[config.mk]
export PLATFORM = sky130hd
export DESIGN_NAME = avr_irq_ctrl_flat
export DESIGN_NICKNAME = d
export VERILOG_FILES = /design/src/rtl/avr_irq_ctrl_if.sv /design/src/rtl/avr_irq_ctrl.sv /design/src/flat_wrapper.sv
export SDC_FILE = /design/constraint.sdc
export NUM_CORES = 1
export LEC_CHECK = 0
export BUFFER_PORTS_ARGS = -buffer_cell sky130_fd_sc_hd__buf_2
export CORE_MARGIN = 4
export CORE_UTILIZATION = 33
export CTS_CLUSTER_DIAMETER = 50
export DETAILED_ROUTE_END_ITERATION = 12
export PLACE_DENSITY = 0.55
export SYNTH_ARGS = -nofsm -noshare
export SYNTH_HDL_FRONTEND = slang
export SYNTH_SLANG_ARGS = --single-unit
[constraint.sdc]
create_clock -name clk -period 1 [get_ports clk]
set_input_delay 0.05 -clock clk [delete_from_list [all_inputs] [get_ports clk]]
set_output_delay 0.05 -clock clk [all_outputs]
set_load 0.01 [all_outputs]
[src/rtl/avr_irq_ctrl_if.sv]
`default_nettype none
// ============================================================================
//  Module      : avr_irq_ctrl_if
//  Description : Core-side bus of the AVR interrupt controller: I/O register
//                port plus the interrupt request / acknowledge handshake.
//  Revision    : 1.0  initial release
// ============================================================================
interface avr_irq_ctrl_if;
   logic       io_re;
   logic       io_we;
   logic [1:0] io_a;
   logic [7:0] io_din;
   logic [7:0] io_dout;
   logic       ieack_stb;
   logic [1:0] ieack;
   logic       iflag;
   logic [1:0] ivect;

   // Core side: drives strobes, address, data and acknowledges
   modport master (
      output io_re, io_we, io_a, io_din, ieack_stb, ieack,
      input  io_dout, iflag, ivect
   );

   // Controller side: answers reads and raises the interrupt request
   modport slave (
      input  io_re, io_we, io_a, io_din, ieack_stb, ieack,
      output io_dout, iflag, ivect
   );
endinterface
`default_nettype wire

[src/rtl/avr_irq_ctrl.sv]
`default_nettype none
// ============================================================================
//  Module      : avr_irq_ctrl
//  Description : Four-source interrupt controller for an AVR-style core.
//                Per-source enable and edge/level mode, W1C pending register,
//                global enable, fixed priority (source 0 highest), registered
//                request/vector outputs.
//  Revision    : 1.0  initial release
// ============================================================================
module avr_irq_ctrl #(
   parameter logic [3:0] RESET_ENABLE = 4'b0000,
   parameter logic [3:0] RESET_MODE   = 4'b0000
) (
   input  wire logic       clk,
   input  wire logic       rst,
   input  wire logic [3:0] irq_in,
   avr_irq_ctrl_if.slave   bus
);

   // Register addresses
   localparam logic [1:0] c_ADDR_ENABLE  = 2'd0;
   localparam logic [1:0] c_ADDR_PENDING = 2'd1;
   localparam logic [1:0] c_ADDR_MODE    = 2'd2;
   localparam logic [1:0] c_ADDR_CTRL    = 2'd3;

   logic [3:0] r_enable;
   logic [3:0] r_mode;       // 1 = edge, 0 = level
   logic       r_gie;
   logic [3:0] r_pending;
   logic [3:0] r_irq_q;
   // A line must be seen low after reset before its rising edge counts, so a
   // line held high through reset does not look like a fresh edge.
   logic [3:0] r_armed;
   logic       r_iflag;
   logic [1:0] r_ivect;

   logic       w_wr_enable;
   logic       w_wr_pending;
   logic       w_wr_mode;
   logic       w_wr_ctrl;
   logic [3:0] w_edge;
   logic [3:0] w_w1c;
   logic [3:0] w_ack;
   logic [3:0] w_clr;
   logic [3:0] w_mode_chg;
   logic [3:0] w_pending_next;
   logic [3:0] w_active;
   logic [1:0] w_ivect;
   logic       w_unused_din;

   assign w_wr_enable  = bus.io_we && (bus.io_a == c_ADDR_ENABLE);
   assign w_wr_pending = bus.io_we && (bus.io_a == c_ADDR_PENDING);
   assign w_wr_mode    = bus.io_we && (bus.io_a == c_ADDR_MODE);
   assign w_wr_ctrl    = bus.io_we && (bus.io_a == c_ADDR_CTRL);

   assign w_edge     = irq_in & ~r_irq_q & r_armed;
   assign w_w1c      = w_wr_pending   ? bus.io_din[3:0] : 4'b0000;
   assign w_ack      = bus.ieack_stb  ? (4'b0001 << bus.ieack) : 4'b0000;
   assign w_clr      = w_w1c | w_ack;
   assign w_mode_chg = w_wr_mode      ? (bus.io_din[3:0] ^ r_mode) : 4'b0000;
   assign w_active   = r_pending & r_enable & {4{r_gie}};

   // Data bits 6:4 have no writable register behind them
   assign w_unused_din = ^bus.io_din[6:4];

   // Next pending state: mode change clears, edge sources set-wins over clears,
   // level sources simply follow the line
   always_comb begin
      w_pending_next = 4'b0000;
      for (int i = 0; i < 4; i++) begin
         if (w_mode_chg[i]) begin
            w_pending_next[i] = 1'b0;
         end else if (r_mode[i]) begin
            w_pending_next[i] = (r_pending[i] & ~w_clr[i]) | w_edge[i];
         end else begin
            w_pending_next[i] = irq_in[i];
         end
      end
   end

   // Fixed-priority encoder: lowest active index wins, 0 when nothing active
   always_comb begin
      w_ivect = 2'd0;
      for (int i = 3; i >= 0; i--) begin
         if (w_active[i]) begin
            w_ivect = 2'(i);
         end
      end
   end

   // Software-visible configuration registers
   always_ff @(posedge clk) begin
      if (rst) begin
         r_enable <= RESET_ENABLE;
         r_mode   <= RESET_MODE;
         r_gie    <= 1'b0;
      end else begin
         if (w_wr_enable) begin
            r_enable <= bus.io_din[3:0];
         end
         if (w_wr_mode) begin
            r_mode <= bus.io_din[3:0];
         end
         if (w_wr_ctrl) begin
            r_gie <= bus.io_din[7];
         end
      end
   end

   // Input sampling, edge arming and pending state
   always_ff @(posedge clk) begin
      if (rst) begin
         r_irq_q   <= 4'b0000;
         r_armed   <= 4'b0000;
         r_pending <= 4'b0000;
      end else begin
         r_irq_q   <= irq_in;
         r_armed   <= r_armed | ~irq_in;
         r_pending <= w_pending_next;
      end
   end

   // Registered interrupt request and vector, one clock behind pending
   always_ff @(posedge clk) begin
      if (rst) begin
         r_iflag <= 1'b0;
         r_ivect <= 2'd0;
      end else begin
         r_iflag <= |w_active;
         r_ivect <= w_ivect;
      end
   end

   assign bus.iflag = r_iflag;
   assign bus.ivect = r_ivect;

   // Read mux; drives zero when not selected so it can share a wired-OR bus
   always_comb begin
      bus.io_dout = 8'h00;
      if (bus.io_re) begin
         case (bus.io_a)
            c_ADDR_ENABLE:  bus.io_dout = {4'b0000, r_enable};
            c_ADDR_PENDING: bus.io_dout = {4'b0000, r_pending};
            c_ADDR_MODE:    bus.io_dout = {4'b0000, r_mode};
            c_ADDR_CTRL:    bus.io_dout = {r_gie, r_iflag, 4'b0000, r_ivect};
            default:        bus.io_dout = 8'h00;
         endcase
      end
   end

endmodule
`default_nettype wire

[src/flat_wrapper.sv]
// flat-port wrapper written by rule: the top's interface ports become plain ports
module avr_irq_ctrl_flat 
#(
   parameter logic [3:0] RESET_ENABLE = 4'b0000,
   parameter logic [3:0] RESET_MODE   = 4'b0000
)
  (clk, rst, irq_in, bus_io_re, bus_io_we, bus_io_a, bus_io_din, bus_ieack_stb, bus_ieack, bus_io_dout, bus_iflag, bus_ivect);
  avr_irq_ctrl_if bus_i ();
  input  wire logic clk;
  input  wire logic rst;
  input  wire logic [3:0] irq_in;
  input wire logic [$bits(bus_i.io_re)-1:0] bus_io_re;
  input wire logic [$bits(bus_i.io_we)-1:0] bus_io_we;
  input wire logic [$bits(bus_i.io_a)-1:0] bus_io_a;
  input wire logic [$bits(bus_i.io_din)-1:0] bus_io_din;
  input wire logic [$bits(bus_i.ieack_stb)-1:0] bus_ieack_stb;
  input wire logic [$bits(bus_i.ieack)-1:0] bus_ieack;
  output wire logic [$bits(bus_i.io_dout)-1:0] bus_io_dout;
  output wire logic [$bits(bus_i.iflag)-1:0] bus_iflag;
  output wire logic [$bits(bus_i.ivect)-1:0] bus_ivect;
  assign bus_i.io_re = bus_io_re;
  assign bus_i.io_we = bus_io_we;
  assign bus_i.io_a = bus_io_a;
  assign bus_i.io_din = bus_io_din;
  assign bus_i.ieack_stb = bus_ieack_stb;
  assign bus_i.ieack = bus_ieack;
  assign bus_io_dout = bus_i.io_dout;
  assign bus_iflag = bus_i.iflag;
  assign bus_ivect = bus_i.ivect;
  avr_irq_ctrl #(.RESET_ENABLE(RESET_ENABLE), .RESET_MODE(RESET_MODE)) u_core (.clk(clk), .rst(rst), .irq_in(irq_in), .bus(bus_i));
endmodule
==> impl_metrics.yaml <==
status:
  status: "finished with violations"
  violations: "negative setup slack"
worst_setup_path:
  r2r_setup_slack_ns: 0.04
  path_delay_family: "multiplexers"
  worstSetupStartpointType: "flip-flop"
  path_class: "flip-flop to primary output"
  path_max_fanout: 2
  max_stage_delay_ns: 0.44
  cp.arrival_ns: 1.37
  cp_slowest_cell: "mux4_2"
  worstPathRequired_ns: 0.95
  startpoint: "u_core.r_mode[1]$_SDFFE_PP0P_"
  endpoint_kind: "primary output"
  crit_path_cell_trace: "mux4_2 > and2_4 > buf_6"
  path_buf_inv: 1
  timing.rr.start: "u_core.r_mode[3]$_SDFFE_PP0P_"
cts:
  cts_max_level: 1
  numCtsBuffers: 3
  root_buffer: "clkbuf_4"
  numClockSinks: 24
  clkLatencyLatePin_ns: 0.32
  clk_transition_reported_paths_ns: 0.14
  cts_buffer_depth: 2
  cts_tree: "built"
timing:
  finalHoldViolations: 0
  worst_slack_ns: -0.418
  final_max_slew_viol_count: 0
  max_clock_freq_mhz: 705
  post-route-period-util_pct: 142
  holdWs_ns: 0.00728
  min_period_ns: 1.42
  skew_ns: 0.0123
  setup_viol: 5
  rsz0062_at_grt: "true"
placed_design:
  numPlacedInstances: 205
  dpl.hpwl_um: 2150
  gp_congestion: 0.758
  place_area_mm2: 0.00145
  portBuffers: 26
synth:
  synth_warnings: 0
  synth_top_family_by_area: "simple AND/OR/NAND/NOR gates"
  synthCells: 124
  synth_edf_count: 0
  synth_xor_area_share_pct: 2.95
  synth_cell_types: 32
  synthAdderAreaFrac_pct: 0
  syn-cell-area_mm2: 0.00119
  async_flop_share_pct: 0
  synth_compound_area_share_pct: 16.2
  synthSimpleGateAreaFrac_pct: 23.2
  yosys_most_used_dff: "dfxtp_1"
  ys_ff_latch: 24
  yosysSeqAreaShare_pct: 40.4
  synth_mux_area_share_pct: 10.3
  syn_avg_cell_area_um2: 9.59
drt:
  drt-total-wl_um: 3020
  via_per_inst: 4.90
  wire_per_inst_um: 13.7
  drtAntennaViolNets: 0
  drt-pass1-iter-count: 4
  dr.first_iter.drc_count: 33
  vias: 1077
  drc: 0
power_and_ir_drop:
  vdd_drop_max_mv: 0.664
  leakage_nw: 0.705
  p_total_w: 0.00206
  power_density_mw_per_mm2: 1210
global_routing:
  grt_antenna_before_repair: 0
  grt_pass1_vias: 1067
  grt_usage_pct: 14.1
  grt_max_degree: 16
  grt_pass1_wl_um: 4950
  overflow: 0
layout:
  diodes: 0
  drive_gt1_share_pct: 45.4
  design_area_mm2: 0.00170
  layout_commonest_cell: "buf_2"
  multi_input_area_um2: 681
  final_nets: 196
  ff_latch_area_um2: 504
  final_util_pct: 49.9
  area_growth_pct: 43.4
  layout_common_cells: "buf_2, buf_4, nand2_1, dfxtp_1, dfxtp_2"
  n_fill_cell: 332
  stdcell_count: 220
die:
  die-area_mm2: 0.00463
  die_width_um: 68.0
  start_util_pct: 34.8
  die_h_um: 68.0
  ios: 32
  floorplan.rows: 21
  coreArea_mm2: 0.00342
min_path:
  hp-start: "bus_io_din[1]"
  hold_path.class: "input port to flip-flop"
flow_run:
  cap_viol_max_count: 0
-- cells in the mapped netlist (2+ instances only) --
cell type | instances | area (um2)
nor2_1 | 5 | 18.8
nand3_1 | 3 | 15.0
buf_4 | 2 | 15.0
mux4_1 | 2 | 52.6
buf_2 | 3 | 15.0
dfxtp_1 | 24 | 480
xor2_1 | 4 | 35.0
nand2_1 | 11 | 41.3
inv_1 | 9 | 33.8
nand4b_1 | 4 | 35.0
nand2b_1 | 2 | 12.5
a221oi_2 | 4 | 60.1
o2bb2ai_1 | 2 | 17.5
and2_1 | 4 | 25.0
a21oi_1 | 9 | 45.0
o21ai_0 | 4 | 20.0
mux2i_1 | 7 | 70.1
o2111ai_1 | 4 | 35.0
nor2b_1 | 8 | 50.1
-- worst paths after layout --
kind | cells after the start | end
setup / recovery | 3 | bus_io_dout[1]
hold / removal | 3 | u_core.r_mode[1]$_SDFFE_PP0P_
setup reg to reg | 3 | u_core.r_pending[3]$_SDFF_PP0_
hold reg to reg | 2 | u_core.r_armed[3]$_SDFF_PP0_
-- per-stage QoR --
step	worst slack [ns]	TNS (ns)
2_1_floorplan	0.00412	0
3_3_place_gp	-0.101	-0.462
3_5_place_dp	-0.119	-0.880
4_1_cts	-0.434	-1.39
5_1_grt	-0.471	-1.64
6_report	-0.418	-1.33
-- worst min-delay path, delay by kind of cell --
kind	cells	cell delay (ns)
buffers and inverters	1	0.13
AND/OR/NAND/NOR	1	0.07
AO/OA/AOI/OAI	1	0.06
-- power by group --
| group | total, W | switching (W) | internal [W] |
|---|---|---|---|
| Clock | 0.000708 | 0.000303 | 0.000405 |
| Sequential | 0.00102 | 0.0000250 | 0.000996 |
| Combinational | 0.000333 | 0.000164 | 0.000169 |
| Total | 0.00206 | 0.000492 | 0.00157 |
-- routing by layer --
layer,wire length (um),global-route usage (%)
met5,0,0
met1,1360,18.7
met4,16,5.21
met3,140,1.81
met2,1500,23.2
-- cells by family (layout without fill, tap and decap cells) --
group,after synthesis,in the layout
AOI/OAI and AO/OA,25,25
other,1,2
xor gates and xnor gates,4,4
DFF,24,24
and+or+nand+nor,45,45
muxes,9,9
buffers and inverters,16,65
-- timing repair --
action                                 CTS  global route
endpoints found under the hold margin   12             0
hold buffers                             8             0
resized for setup                       16            19
pin swaps                                8             3
setup endpoints to repair                7            11
setup buffers                            3             0
-- sequential cells by signal, summed over array words and instances (netlist names) --
name,count
u_core.bus.iflag,1
u_core.bus.ivect,2
u_core.r_armed,4
u_core.r_enable,4
u_core.r_gie,1
u_core.r_irq_q,4
u_core.r_mode,4
u_core.r_pending,4
-- final cells by class --
class                      instances  area share (%)
inverter                           9            1.98
tap                               46            3.38
multi-input combinational         85            39.9
timing repair buffer              52            22.0
sequential                        24            29.6
clock buffer                       3            1.32
clock inverter                     1            1.76
(Power assumes the default switching activity.)
